<file path="src/rtl/mem_write_checker_exp_table.sv">
// mem_write_checker_exp_table: expected (address, data) register file, sync write, comb read.
module mem_write_checker_exp_table #(
    parameter int WIDTH = 8,
    parameter int DEPTH = 4,
    parameter int IW    = 2
) (
    input  logic             clk,
    input  logic             reset,
    input  logic             we,
    input  logic [IW-1:0]    idx,
    input  logic [WIDTH-1:0] wadr,
    input  logic [WIDTH-1:0] wdata,
    input  logic [IW-1:0]    ridx,
    output logic [WIDTH-1:0] radr,
    output logic [WIDTH-1:0] rdata
);
    logic [2*WIDTH-1:0] mem [DEPTH];
    always_ff @(posedge clk or posedge reset)
        if (reset)
            for (int i = 0; i < DEPTH; i++) mem[i] <= '0;
        else if (we && int'(idx) < DEPTH)
            mem[idx] <= {wadr, wdata};
    assign {radr, rdata} = (int'(ridx) < DEPTH) ? mem[ridx] : '0;
endmodule

</file>
<file path="config.mk">
export PLATFORM = sky130hd
export DESIGN_NAME = mem_write_checker_exp_table
export DESIGN_NICKNAME = d
export VERILOG_FILES = /design/src/rtl/mem_write_checker_exp_table.sv
export SDC_FILE = /design/constraint.sdc
export NUM_CORES = 1
export LEC_CHECK = 0
export CORE_MARGIN = 1
export CORE_UTILIZATION = 50
export CTS_CLUSTER_SIZE = 25
export DETAILED_ROUTE_END_ITERATION = 16
export HOLD_SLACK_MARGIN = 0.12
export PLACE_DENSITY = 0.82
export SYNTH_ARGS = -nofsm -noshare
export SYNTH_HDL_FRONTEND = slang
export SYNTH_SLANG_ARGS = --single-unit
</file>
<file path="constraint.sdc">
create_clock -name clk -period 2.8 [get_ports clk]
set_input_delay 0.56 -clock clk [delete_from_list [all_inputs] [get_ports clk]]
set_output_delay 0.56 -clock clk [all_outputs]
set_load 0.02 [all_outputs]
</file>
; After elaboration in Yosys (flattened, before gate mapping)
; Cells that the tools add are included.
[word_totals]
reg_bits = 64
mem_bits_rw = 0
inputBits = 23
latchBits = 0
elab_cells = 16
rom_bits = 0
out_inout_bits = 16
n_memories = 0
[op_classes]
n_shift = 0
eq_ne = 0
mux = 6
div = 0
addsub = 0
multipliers = 0
reduce_logical = 1
bitwise = 2
n_lt_le_gt_ge = 3
[ops]
columns = op, count
row1 = bitwise mux 64 bit, 1
row2 = two-way mux 16 bit, 3
row3 = binary-select mux 16 bit (select 2 bit), 1
row4 = demux 16 bit (select 2 bit), 1
row5 = ">= comparator 3 bit, second input constant", 2
row6 = NOT 2 -> 3 bit, 2
row7 = "< comparator 3 x 1 -> 1 bit, second input constant", 1
row8 = logical AND 1 bit, 1

; Depth between registers and ports, before layout
; Gate-level depths: netlist (run 1).
[depth]
ltp_word = 6
depth_mapped = 3
ltp_nobuf = 2

; Worst setup path before layout (run 1)
; Ideal clock, no wire load.
[synth_timing]
kind = input port to output port
start = input port ridx[0]
end = output port radr[0]
n_path_buf = 2
path_stages = 3
required_ns = 2.240
t_arrival_ns = 1.562
slack_ns = 0.678
cell_sequence = buf_2 -> buf_4 -> mux4_2
[synth_between]
elab_chain_cells = 4
[synth_lines]
columns = element, line_no
row1 = from (decl), 13  ; input logic [IW-1:0] ridx,
row2 = NOT 2 -> 3 bit (implied by the code), 23  ; assign {radr, rdata} = (int'(ridx) < DEPTH) ? mem[ridx] : '0;
row3 = binary-select mux 16 bit (select 2 bit), 23
row4 = two-way mux 16 bit (implied by the code) (2 in series), 23
row5 = to (decl), 14  ; output logic [WIDTH-1:0] radr,
; No other way between the ends. The select of a mux whose other input is x is not followed.

; Worst setup path in the final report (run 1)
[layout_timing]
start = input port ridx[0]
end = output port radr[5]
; Same word-level chain as after synthesis.

==> results of run 1 <==
==> worst max-delay path, cell delays in order <==
cell             delay (ps)
clkdlybuf4s50_1         530
buf_12                  180
mux4_2                  510
dlygate4sd2_1           340
==> placed cells by master (no fill, tap or decap) <==
master and count:
mux4_2 16, dfrtp_1 64, clkdlybuf4s50_1 22, mux2_2 64, dlygate4sd2_1 16, buf_4 5, clkinv_2 1, nand3_2 1
clkbuf_8 10, clkbuf_1 3, buf_12 3, nor3b_4 1, nand3b_2 2, inv_2 1
==> synth_stat cells <==
master | n | area [um2]
buf_2 | 4 | 20.0
clkbuf_8 | 1 | 13.8
nor3b_4 | 1 | 18.8
dfrtp_1 | 64 | 1600
mux2_2 | 64 | 721
nand3_2 | 1 | 10.0
inv_1 | 1 | 3.75
mux4_2 | 16 | 360
buf_6 | 1 | 11.3
buf_4 | 2 | 15.0
nand3b_2 | 2 | 22.5
==> final cells by class <==
type | instances | area [um2]
inverters | 1 | 3.75
well taps | 70 | 87.6
clock inverters | 1 | 5.00
clock buffers | 13 | 149
fillers | 374 | 1800
multi-input cells | 84 | 1130
repair buffers | 46 | 458
flip-flops and latches | 64 | 1600
==> worst paths after layout <==
check | cells past startpoint | endpoint | slack (ps) | startpoint
min in group asynchronous | 2 | mem[16] | 570 | reset
min | 1 | mem[6] | 500 | mem[6]
max reg2reg | 1 | mem[20] | 2030 | mem[20]
min reg2reg | 1 | mem[6] | 500 | mem[6]
max in group asynchronous | 3 | mem[56] | 1570 | reset
max | 4 | radr[5] | 120 | ridx[0]
==> metrics by stage <==
stage	setup WS [ps]	hold slack, ps	util [%]	instances
final	115	503	65.6	279
after floorplan	642	474	-	157
after global placement	-91.7	482	63.1	265
after global routing	79.3	519	65.6	279
after CTS	104	505	65.6	279
after detailed placement	-109	491	63.1	265
==> power breakdown <==
group	switching, mW	total (mW)	leakage [nW]	internal (mW)
registers	0.0867	1.19	0.757	1.10
logic	0.222	0.532	0.621	0.311
clock network	0.304	0.639	0.0794	0.335
==> logic make-up (layout without fill, tap and decap cells) <==
group,count (synthesis),in the layout
buffers and inverters,9,61
DFF,64,64
muxes,80,80
and+or+nand+nor,4,4
==> routing by layer <==
metal	up-vias	share of wire (%)
li1	689	-
met1	809	43
met2	32	53
met3	4	2.9
met4	0	0.91
met5	-	0
==> run summary, run 1 <==
maximum vdd drop: 0.471 mV
GRT Util Overall: 21.5%
RSZ-0062 raised after global routing: false
Num CTS Buffers: 9
largest family of logic cells by synthesized area: multiplexers
GRT met1 Usage: 26.9%
Port Buffers: 38
Final Power: 2.36 mW
die height: 76.8 um
Adder-Cell Fraction of Synth Area: 0%
Post-DP Area: 0.00330 mm2
initial antenna violation count: 0
post-cts resize count: 16
layout cells sized above 1: 49.8%
die width: 76.8 um
Starting Density: 53.4%
worst-path maximum fanout: 13
CTS max path bufs: 2
synthesis-to-finish area growth: 22.9%
Post-Route Skew: 0 ps
first-pass GRT wire length: 9310 um
IO Count: 39
GRT met2 Usage: 35.7%
P_leak: 1.46 nW
area fraction in compound gates after synthesis: 0%
Worst Setup Start Kind: input port
Placer Congestion: 0.711
status: finished clean
final setup vio count: 0
Yosys Warn Count: 0
CTS Sinks: 64
Routed wire per std cell: 19.7 um
critical path class: input port to primary output
DR DRC count: 0
cell area after layout: 0.00344 mm2
final hold viol count: 0
CTS tree: built
Slew HR: 62.8%
DR pass1 iterations: 4
post-synthesis sequential area ratio: 57.2%
antenna-violating nets left: 0
Largest regs: mem: 64 flops
Hold Crit Class: register to register
proportion of synthesized area in mux cells: 38.6%
die area: 0.00590 mm2
endpoint type of the worst setup path: primary output
clk slew on worst S/H paths: 60 ps
num rows: 26
Top reg by flops: mem
Post-CTS Setup Bufs: 0
period utilisation layout: 95.9%
pin count of the biggest net entering global routing: 24
Max Cap Viol: 0
Iter 0 DRT Violations: 39
Tmin final: 2680 ps
Clock Latency Late Sink: 320 ps
synthesized net count: 180
Hold-fix buffers, CTS: 0
Pwr Density: 686 mW/mm2
Via-to-Cell Ratio: 5.50
fmax: 0.372 GHz
Post-Synthesis Cells: 157
Antenna Cells: 0
GR Util met3: 5.12%
Layout Nets: 229
WP data required: 2240 ps
drt total wl: 5510 um
Most Used Layer, Global Route: met2
Root Buffer: clkbuf_8
htree depth: 3
core area: 0.00524 mm2
Vias: 1,534
max reg flops: 64
Syn Std Cell Area: 0.00280 mm2
simple-gate share of the synthesized area: 1.83%
measured slew at the worst slew-check pin: 556 ps
Synth Area per Inst: 17.8 um2
vias in the first global route: 1,804
synth unique cells: 11
fin. max-slew vios: 0
Setup Total Neg Slack: 0 ps
XOR/XNOR share of the synthesized area: 0%
number of synthesized register bits: 64
Arr. time, crit path: 2120 ps
total grt overflow: 0
Power figures use the tool's default switching activity.
==> run 2, diff against run 1 <==
--- a/config.mk
+++ b/config.mk
@@ -5,6 +5,7 @@
 export SDC_FILE = /design/constraint.sdc
 export NUM_CORES = 1
 export LEC_CHECK = 0
+export ABC_AREA = 0
 export CORE_MARGIN = 1
 export CORE_UTILIZATION = 50
 export CTS_CLUSTER_SIZE = 25
==> constraint.sdc (replaced) <==
create_clock -name clk -period 2.98 [get_ports clk]
set_input_delay 0.596 -clock clk [delete_from_list [all_inputs] [get_ports clk]]
set_output_delay 0.596 -clock clk [all_outputs]
set_load 0.02 [all_outputs]
==> run 2 against run 1 <==
  * Die area did not move
  * Sequential power fell by 7%
  * Critical path depth did not move
  * Via count barely moved
  * Wire length fell by 7.0%
  * Hold slack got worse by 2.1 ps
  * Highest routed layer unchanged
==> run summary, run 2 (synthesis results as in run 1) <==
status: finished clean
HP Start: mem[2]
critical path class: input port to primary output
cells on worst reg2reg path: 1
IO Count: 39
reg2reg start: mem[36]
Pwr Density: 650 mW/mm2
most frequent cells in the layout: mux2_2, dfrtp_1, clkdlybuf4s50_1, mux4_2, clkbuf_8
Antenna Cells: 0
final hold viol count: 0
maximum vdd drop: 0.436 mV
CTS tree: built
Layout Nets: 229
Max Cap Viol: 0
Final WS setup: 48.8 ps
Num CTS Buffers: 9
final setup vio count: 0
Fillers: 337
measured slew at the worst slew-check pin: 600 ps
worst flop-to-flop path endpoint: mem[36]
Setup crit start: ridx[0]
DP HPWL: 3480 um
first-pass GRT wire length: 8830 um
htree depth: 3
vias in the first global route: 1,814
Core Util, Final: 66.4%
Hold Crit Class: register to register
Place WS: 15.2 ps
pin count of the biggest net entering global routing: 25
worst-path maximum fanout: 13
Fin Hold WS: 501 ps
die area: 0.00590 mm2
Worst Setup Start Kind: input port
WP data required: 2380 ps
die height: 76.8 um
GRT Util Overall: 20.3%
Iter 0 DRT Violations: 65
setup slack, reg-to-reg: 2210 ps
Placer Congestion: 0.726
Top reg by flops: mem
Via-to-Cell Ratio: 5.48
Arr. time, crit path: 2340 ps
Inst Count DP: 265
DR DRC count: 0
CTS max path bufs: 2
num rows: 26
Vias: 1,533
Final Power: 2.26 mW
Post-CTS Setup Bufs: 0
synthesis-to-finish area growth: 24.3%
initial antenna violation count: 0
DR pass1 iterations: 4
Hold Crit Depth: 1
Setup Total Neg Slack: 0 ps
Root Buffer: clkbuf_8
Clock Latency Late Sink: 320 ps
Port Buffers: 38
fmax: 0.341 GHz
cell area after layout: 0.00348 mm2
die width: 76.8 um
Post-DP Area: 0.00329 mm2
CTS Sinks: 64
Slew HR: 59.8%
final non-filler cell total: 280
layout cells sized above 1: 49.5%
P_leak: 1.51 nW
clk slew on worst S/H paths: 60 ps
max reg flops: 64
RSZ-0062 raised after global routing: false
antenna-violating nets left: 0
Routed wire per std cell: 18.3 um
period utilisation layout: 98.4%
endpoint type of the worst setup path: primary output
Largest regs: mem: 64 flops
core area: 0.00524 mm2
hold worst-path end: mem[2]
Starting Density: 53.4%
Tmin final: 2930 ps
drt total wl: 5120 um
fin. max-slew vios: 0
Post-Route Skew: 0 ps
total grt overflow: 0
==> run 2: cell types whose count changed in the layout (fill, tap and decap cells not counted) <==
cell	previous run	this run
buf_12	3	2
buf_4	5	6
clkbuf_1	3	4
clkbuf_8	10	11
clkdlybuf4s50_1	22	30
clkinv_2	1	0
dlygate4sd2_1	16	0
dlymetal6s2s_1	0	8
==> run 2: critical path, cell delays in order <==
cell	delay, ps
clkdlybuf4s50_1	510
buf_12	170
mux4_2	500
clkdlybuf4s50_1	550
==> run 2: worst max path at each step <==
stage	end
global route	radr[2]
floorplan	mem[0]
detailed placement	rdata[6]
CTS	rdata[6]
global placement	rdata[6]
finish	radr[6]
==> run 2: per-layer routing <==
layer,share of wire [%],track usage (%)
met5,0,0
met4,1.9,10.8
met3,2.9,3.45
met2,51,32.5
met1,44,26.5
==> run 2: power by group <==
part	total [mW]	internal, mW	leakage [nW]	switching [mW]
Clock	0.625	0.345	0.0838	0.281
Combinational	0.526	0.322	0.670	0.203
Sequential	1.11	1.03	0.757	0.0764
Total	2.26	1.70	1.51	0.561
==> run 2: cell type report <==
type	count	area (um2)	share of cell area, %
Clock buffer	15	166	4.79
Inverter	1	3.75	0.108
Multi-Input combinational cell	84	1130	32.6
Sequential cell	64	1600	46.1
Tap cell	70	87.6	2.52
Timing Repair Buffer	46	485	14.0
==> run 2: repair_timing <==
item / CTS / global route
gates resized for setup: 0 / 8
hold buffers: 0 / 0
endpoints found under the setup margin: 0 / 8
==> run 3, diff against run 2 <==
--- a/config.mk
+++ b/config.mk
@@ -7,11 +7,11 @@
 export LEC_CHECK = 0
 export ABC_AREA = 0
 export CORE_MARGIN = 1
-export CORE_UTILIZATION = 50
+export CORE_UTILIZATION = 47
 export CTS_CLUSTER_SIZE = 25
 export DETAILED_ROUTE_END_ITERATION = 16
 export HOLD_SLACK_MARGIN = 0.12
-export PLACE_DENSITY = 0.82
+export PLACE_DENSITY = 0.78
 export SYNTH_ARGS = -nofsm -noshare
 export SYNTH_HDL_FRONTEND = slang
 export SYNTH_SLANG_ARGS = --single-unit
==> run 3 against run 2 <==
  * Sequential share of layout area did not move
  * Largest cell class unchanged
  * Sequential cell count is the same
  * Non-clock buffer count down 2
  * Combinational power is essentially flat
  * Sequential power hardly changed
  * Largest power group unchanged
  * Power grew 0.51%
==> run summary, run 3 (synthesis results as in run 1) <==
Fillers: 417
Max Cap Viol: 0
max reg flops: 64
final setup vio count: 0
drt total wl: 5250 um
clk slew on worst S/H paths: 60 ps
Tmin final: 2940 ps
CTS tree: built
crit-path max cell delay: 550 ps
Hold Crit Class: register to register
worst-path maximum fanout: 12
Num CTS Buffers: 9
layout cells sized above 1: 49.0%
die width: 79.2 um
endpoint type of the worst setup path: primary output
vias in the first global route: 1,772
fmax: 0.340 GHz
Post-Route Skew: 0 ps
RSZ-0062 raised after global routing: false
P_leak: 1.51 nW
Vias: 1,547
CP Buf/Inv Count: 3
DR DRC count: 0
Iter 0 DRT Violations: 68
Setup Total Neg Slack: 0 ps
Starting Density: 49.9%
maximum vdd drop: 0.326 mV
Slowest cell on crit path: clkdlybuf4s50_1
initial antenna violation count: 0
die height: 79.2 um
Routed wire per std cell: 18.7 um
pin count of the biggest net entering global routing: 37
WP data required: 2380 ps
Clock Latency Late Sink: 320 ps
Final Power: 2.27 mW
htree depth: 3
Worst Setup Start Kind: input port
most frequent cells in the layout: mux2_2, dfrtp_1, clkdlybuf4s50_1, mux4_2, clkbuf_8
Largest regs: mem: 64 flops
Via-to-Cell Ratio: 5.53
IO Count: 39
Antenna Cells: 0
num rows: 27
period utilisation layout: 98.6%
synthesis-to-finish area growth: 24.3%
CTS max path bufs: 2
CP delay by family, top: buffers and inverters
fin. max-slew vios: 0
total grt overflow: 0
DP HPWL: 3530 um
DR pass1 iterations: 4
cell chain of the critical path: clkdlybuf4s50_1, buf_12, mux4_2, clkdlybuf4s50_1
Placer Congestion: 0.668
antenna-violating nets left: 0
critical path class: input port to primary output
CTS Sinks: 64
Port Buffers: 38
Fin Hold WS: 502 ps
Slew HR: 60.1%
GRT Util Overall: 19.8%
status: finished clean
first-pass GRT wire length: 9020 um
Arr. time, crit path: 2340 ps
Core Util, Final: 62.0%
measured slew at the worst slew-check pin: 597 ps
Root Buffer: clkbuf_8
Top reg by flops: mem
Layout Nets: 227
core area: 0.00561 mm2
Post-CTS Setup Bufs: 0
Pwr Density: 654 mW/mm2
final hold viol count: 0
die area: 0.00626 mm2
Crit path top cell by count: clkdlybuf4s50_1
## run 3: worst paths after layout
path                            startpoint  endpoint  slack [ps]  cells after the start
worst min-delay path               mem[27]   mem[27]         500                      1
worst min register to register     mem[27]   mem[27]         500                      1
min in group asynchronous            reset   mem[34]         670                      2
worst max register to register     mem[42]   mem[42]        2190                      1
worst max-delay path               ridx[0]   radr[6]          40                      4
max in group asynchronous            reset   mem[14]        1710                      3
## run 3: repair_timing
item / 4_1_cts / 5_1_grt
gates resized for setup: 0 / 8
hold buffers: 0 / 0
setup endpoints to repair: 0 / 8
## run 3: through the flow
stage	worst slack, ps	instance area [um2]	instances
2_1_floorplan	786	2800	157
3_3_place_gp	19.9	3290	265
3_5_place_dp	33.9	3290	265
4_1_cts	17.6	3460	280
5_1_grt	0.611	3480	280
6_report	42.9	3480	280
## run 3: report_power, final
part	internal [mW]	switching [mW]	total, mW
Combinational	0.322	0.202	0.525
Sequential	1.03	0.0815	1.12
Clock	0.345	0.288	0.632
Total	1.70	0.572	2.27
## run 3: metal layers
| layer | GRT usage, % | up-vias | part of all wire, % |
|---|---|---|---|
| met5 | 0 | - | 0 |
| met4 | 10.4 | 0 | 1.9 |
| met3 | 4.37 | 9 | 3.8 |
| met2 | 32.6 | 37 | 53 |
| met1 | 24.5 | 814 | 42 |
| li1 | - | 687 | - |
## run 3: area by class of cell
class / instances / area [um2] / area share (%)
Timing Repair Buffer: 44 / 483 / 13.9
Tap cell: 72 / 90.1 / 2.59
Clock buffer: 15 / 166 / 4.79
Inverter: 1 / 3.75 / 0.108
Sequential cell: 64 / 1600 / 46.1
Multi-Input combinational cell: 84 / 1130 / 32.6
==> patch 1, RTL diff (config.mk and constraints of run 2) <==
Register the output `radr`, with the module's reset; this adds one clock of latency there. The other outputs are not delayed to match.
--- a/src/rtl/mem_write_checker_exp_table.sv
+++ b/src/rtl/mem_write_checker_exp_table.sv
@@ -14,12 +14,22 @@
     output logic [WIDTH-1:0] radr,
     output logic [WIDTH-1:0] rdata
 );
+
+    logic [WIDTH-1:0] radr_d;
     logic [2*WIDTH-1:0] mem [DEPTH];
     always_ff @(posedge clk or posedge reset)
         if (reset)
             for (int i = 0; i < DEPTH; i++) mem[i] <= '0;
         else if (we && int'(idx) < DEPTH)
             mem[idx] <= {wadr, wdata};
-    assign {radr, rdata} = (int'(ridx) < DEPTH) ? mem[ridx] : '0;
+    assign {radr_d, rdata} = (int'(ridx) < DEPTH) ? mem[ridx] : '0;
+    always_ff @(posedge clk or posedge reset) begin
+        if (reset) begin
+            radr <= '0;
+        end else begin
+            radr <= radr_d;
+        end
+    end
+
 endmodule
 
Function: changed (Yosys sat finds a counterexample within 4 cycles, from zero or initial values and one cycle with reset high).
==> patch 1 against run 2 <==
- total power grew 15%
- design area grew 6.6%
- clock power up 32%
- setup slack better by 0.16 ns
- first-iteration DRC count up 15%
- area after synthesis rose by 7.2%
- sequential cell count increased by 8
- synthesized cell count is 5.1% higher
- die area rose by 7.0%
- hold slack gained 0.0042 ns
- fmax up 6.0%
- routed wire length is 12% higher
- utilization fell by 0.70 points
- critical endpoint is now rdata[3]
- largest cell class unchanged
- highest routed layer unchanged
==> patch 1: results (changes against run 2) <==
| Metric | Value |
|---|---|
| DP Worst Slack | 0.0120 ns (was 0.0152 ns) |
| First-pass GRT wire length | 9350 um (was 8830 um) |
| Post-synthesis compound-gate area fraction | 0% (unchanged) |
| Number of nets at the end of the flow | 234 (was 229) |
| Clock latency on the worst-skew pair | 0.34 ns (was 0.32 ns) |
| Met3 WL post-DR | 249 um (was 150 um) |
| Layout cells sized above 1 | 47.7% (was 49.5%) |
| Flop2flop setup slack | 1.96 ns (was 2.21 ns) |
| Number of nets produced by synthesis | 188 (was 180) |
| Proportion of total power due to net switching | 24.2% (was 24.8%) |
| Antenna violations before repair | 0 (unchanged) |
| Sum of met2 wire segment lengths after detailed routing | 3030 um (was 2630 um) |
| Worst flop-to-flop path startpoint | mem[8] (was mem[36]) |
| Worst setup startpoint | ridx[1] (was ridx[0]) |
| Slowest stage delay, CP | 0.52 ns (was 0.55 ns) |
| Met2 Resource Use GR | 35.7% (was 32.5%) |
| Final clock skew | 0.00753 ns (was 0 ns) |
| RR Endpoint | radr[0] (was mem[36]) |
| Top Layer Used | met4 (unchanged) |
| Wirelength per Cell | 19.9 um (was 18.3 um) |
| Proportion of synthesized chip area in sequential cells | 60.1% (was 57.2%) |
| Relative max-transition margin | 56.4% (was 59.8%) |
| Leakage power | 1.59 nW (was 1.51 nW) |
| Routed met1 length | 2380 um (was 2240 um) |
| Data arrival time of the worst path | 2.17 ns (was 2.34 ns) |
| Last weighted congestion value of the routability-driven placer | 0.613 (was 0.726) |
| Initial drt markers | 75 (was 65) |
| Number of global-route vias before repair | 1875 (was 1814) |
| Maximum number of pins on one net before global-route repair | 42 (was 25) |
| Dominant cells by area after synthesis | dfrtp_1 (60%), mux2_2 (24%), mux4_2 (12%), nand3b_2 (0.75%), buf_2 (0.67%) (was dfrtp_1 (57%), mux2_2 (26%), mux4_2 (13%), nand3b_2 (0.81%), buf_2 (0.72%)) |
| Largest registers | mem (64), radr (8) (was mem (64)) |
| Post-route fraction of the period consumed by the critical path | 92.8% (was 98.4%) |
| DP HPWL | 3760 um (was 3480 um) |
| GRT met1 Usage | 24.9% (was 26.5%) |
| Status | complete, no violations (unchanged) |
| Commonest cells in the synthesized netlist | dfrtp_1 (72), mux2_2 (64), mux4_2 (16), buf_2 (4) (was dfrtp_1 (64), mux2_2 (64), mux4_2 (16), buf_2 (4)) |
| Worst supply voltage drop on vdd | 0.395 mV (was 0.436 mV) |
| Post-synthesis mux area share | 36.1% (was 38.6%) |
| Met3 Use GR | 5.83% (was 3.45%) |
| Routed via count | 1655 (was 1533) |
| Aggregate global-route resource usage | 21.0% (was 20.3%) |
| Critical path capture point | rdata[3] (was radr[6]) |
patch 1: cell count changes after synthesis, sizes merged:
| cell | delta |
|---|---|
| dfrtp | +8 |
patch 1: how the worst min path moves through the flow:
| stage | slack, ns | cells past startpoint | endpoint | from |
|---|---|---|---|---|
| floorplan | 0.47 | 1 | mem[32] | mem[32] |
| global placement | 0.48 | 1 | mem[31] | mem[31] |
| detailed placement | 0.49 | 1 | mem[0] | mem[0] |
| CTS | 0.51 | 1 | mem[9] | mem[9] |
| global route | 0.52 | 1 | mem[61] | mem[61] |
| finish | 0.50 | 1 | mem[14] | mem[14] |
patch 1: critical path, delay by kind of cell:
kind                   cells  cell delay (ns)
buffers and inverters      3             1.04
multiplexers               1             0.52
patch 1: timing repair:
item,4_1_cts,5_1_grt
setup endpoints to repair,3,5
pin swaps,0,0
gates resized for setup,3,5
patch 1: layout make-up:
type | count | area, um^2
inverter | 1 | 3.75
multi-input combinational | 84 | 1130
fill | 390 | 1940
clock inverter | 3 | 65.1
timing repair buffer | 43 | 464
sequential | 72 | 1800
clock buffer | 13 | 149
tap | 72 | 90.1
patch 1: metrics by stage:
| stage | instance area (um^2) | total power [mW] | std cells |
|---|---|---|---|
| after floorplan | 3000 | 1.59 | 165 |
| after global placement | 3480 | 1.77 | 272 |
| after detailed placement | 3480 | 1.82 | 272 |
| after CTS | 3690 | 2.64 | 288 |
| after global routing | 3710 | 2.73 | 288 |
| final | 3710 | 2.61 | 288 |
patch 1: power groups by stage:
stage | clock network, mW | logic, mW | registers, mW
after floorplan | 0 | 0.314 | 1.27
after global placement | 0 | 0.520 | 1.25
after detailed placement | 0 | 0.544 | 1.28
after CTS | 0.840 | 0.539 | 1.26
after global routing | 0.882 | 0.562 | 1.28
final | 0.824 | 0.527 | 1.26
==> patch 2, RTL diff (flow settings as in run 2) <==
Without the edit above. The parameter `IW` goes from 2 to 1.
--- a/src/rtl/mem_write_checker_exp_table.sv
+++ b/src/rtl/mem_write_checker_exp_table.sv
@@ -2,7 +2,7 @@
 module mem_write_checker_exp_table #(
     parameter int WIDTH = 8,
     parameter int DEPTH = 4,
-    parameter int IW    = 2
+    parameter int IW    = 1
 ) (
     input  logic             clk,
     input  logic             reset,
Interface: changed (resized idx and ridx); port bits go from 39 to 37. The function was not compared with the original's and may differ.
==> patch 2 against run 2 <==
- largest power group unchanged
- critical endpoint unchanged
- routed wire length shrank 52%
- sequential power is 52% lower
- clock skew stayed put
- setup slack improved by 0.16 ns
- first-iteration DRC count is 94% lower
- design area decreased by 45%
- area after synthesis decreased by 48%
- total power down 47%
- sequential cell count shrank 32
- sequential share of layout area is 4.4 points lower
- largest cell class unchanged
- critical path depth stayed put
==> patch 2: results (changes against run 2) <==
| Metric | Value |
|---|---|
| Status | complete, no violations (unchanged) |
| Layout cells sized above 1 | 46.5% (was 49.5%) |
| Number of nets at the end of the flow | 149 (was 229) |
| Worst flop-to-flop path startpoint | mem[58] (was mem[36]) |
| Filler Cells Inserted | 207 (was 337) |
| Aggregate global-route resource usage | 19.2% (was 20.3%) |
| Sum of met2 wire segment lengths after detailed routing | 1150 um (was 2630 um) |
| Largest registers | mem (32) (was mem (64)) |
| Via-per-instance ratio | 5.24 (was 5.48) |
| Count of buffers from port buffering | 36 (was 38) |
| Root buf cell | clkbuf_4 (was clkbuf_8) |
| Number of unique standard cell types used by synthesis | 9 (was 11) |
| DP HPWL | 1670 um (was 3480 um) |
| Relative max-transition margin | 44.5% (was 59.8%) |
| Post-synthesis mux area share | 39.9% (was 38.6%) |
| GRT met1 Usage | 24.8% (was 26.5%) |
| Final cell utilization of the core | 69.8% (was 66.4%) |
| Met3 Use GR | 8.37% (was 3.45%) |
| Placed Area | 0.00183 mm^2 (was 0.00329 mm^2) |
| Clock network power | 0.369 mW (was 0.625 mW) |
| H-tree Lvls | 2 (was 3) |
| Power in sequential cells | 0.528 mW (was 1.11 mW) |
| Wirelength per Cell | 15.5 um (was 18.3 um) |
| DP Worst Slack | 0.202 ns (was 0.0152 ns) |
| Met2 Resource Use GR | 28.7% (was 32.5%) |
| RR Endpoint | mem[58] (was mem[36]) |
| Internal power of the cells | 0.905 mW (was 1.70 mW) |
| Worst supply voltage drop on vdd | 0.551 mV (was 0.436 mV) |
| Worst setup startpoint | ridx (was ridx[0]) |
| Routed met1 length | 1110 um (was 2240 um) |
| Maximum number of pins on one net before global-route repair | 24 (was 25) |
| Last weighted congestion value of the routability-driven placer | 0.661 (was 0.726) |
| Register clock-pin slew on the reported worst setup and hold paths | 0.09 ns (was 0.06 ns) |
| Synth Instances | 88 (was 157) |
| Number of global-route vias before repair | 952 (was 1814) |
| Commonest cells in the synthesized netlist | mux2_2 (38), dfrtp_1 (32), mux2_4 (10), buf_2 (2), buf_6 (2) (was dfrtp_1 (64), mux2_2 (64), mux4_2 (16), buf_2 (4)) |
| Leakage power | 0.842 nW (was 1.51 nW) |
| Net switching component of the power | 0.294 mW (was 0.561 mW) |
| Number of nets produced by synthesis | 109 (was 180) |
| Critical path capture point | radr[6] (unchanged) |
| First-pass GRT wire length | 4470 um (was 8830 um) |
-- patch 2: cell types whose count changed after synthesis, sizes merged, moves of 2 or more --
cell,run 2,this run
buf,7,5
dfrtp,64,32
mux2,64,48
mux4,16,0
nand3b,2,0
-- patch 2: worst min path at each step --
stage             from      end  slack [ns]
3_3_place_gp   mem[37]  mem[37]        0.48
3_5_place_dp   mem[34]  mem[34]        0.49
5_1_grt        mem[40]  mem[40]        0.53
6_report       mem[39]  mem[39]        0.51
4_1_cts        mem[39]  mem[39]        0.51
2_1_floorplan  mem[34]  mem[34]        0.47
-- patch 2: final cells by class --
| type | count | share of cell area (%) |
|---|---|---|
| clock inverters | 1 | 1.56 |
| inverters | 1 | 0.195 |
| repair buffers | 38 | 20.2 |
| clock buffers | 7 | 3.38 |
| well taps | 31 | 2.02 |
| flip-flops and latches | 32 | 41.6 |
| multi-input cells | 50 | 31.1 |
-- patch 2: critical path: cells and delay by family --
family / cells / cell delay [ns]
buf+inv: 3 / 1.23
mux: 1 / 0.35
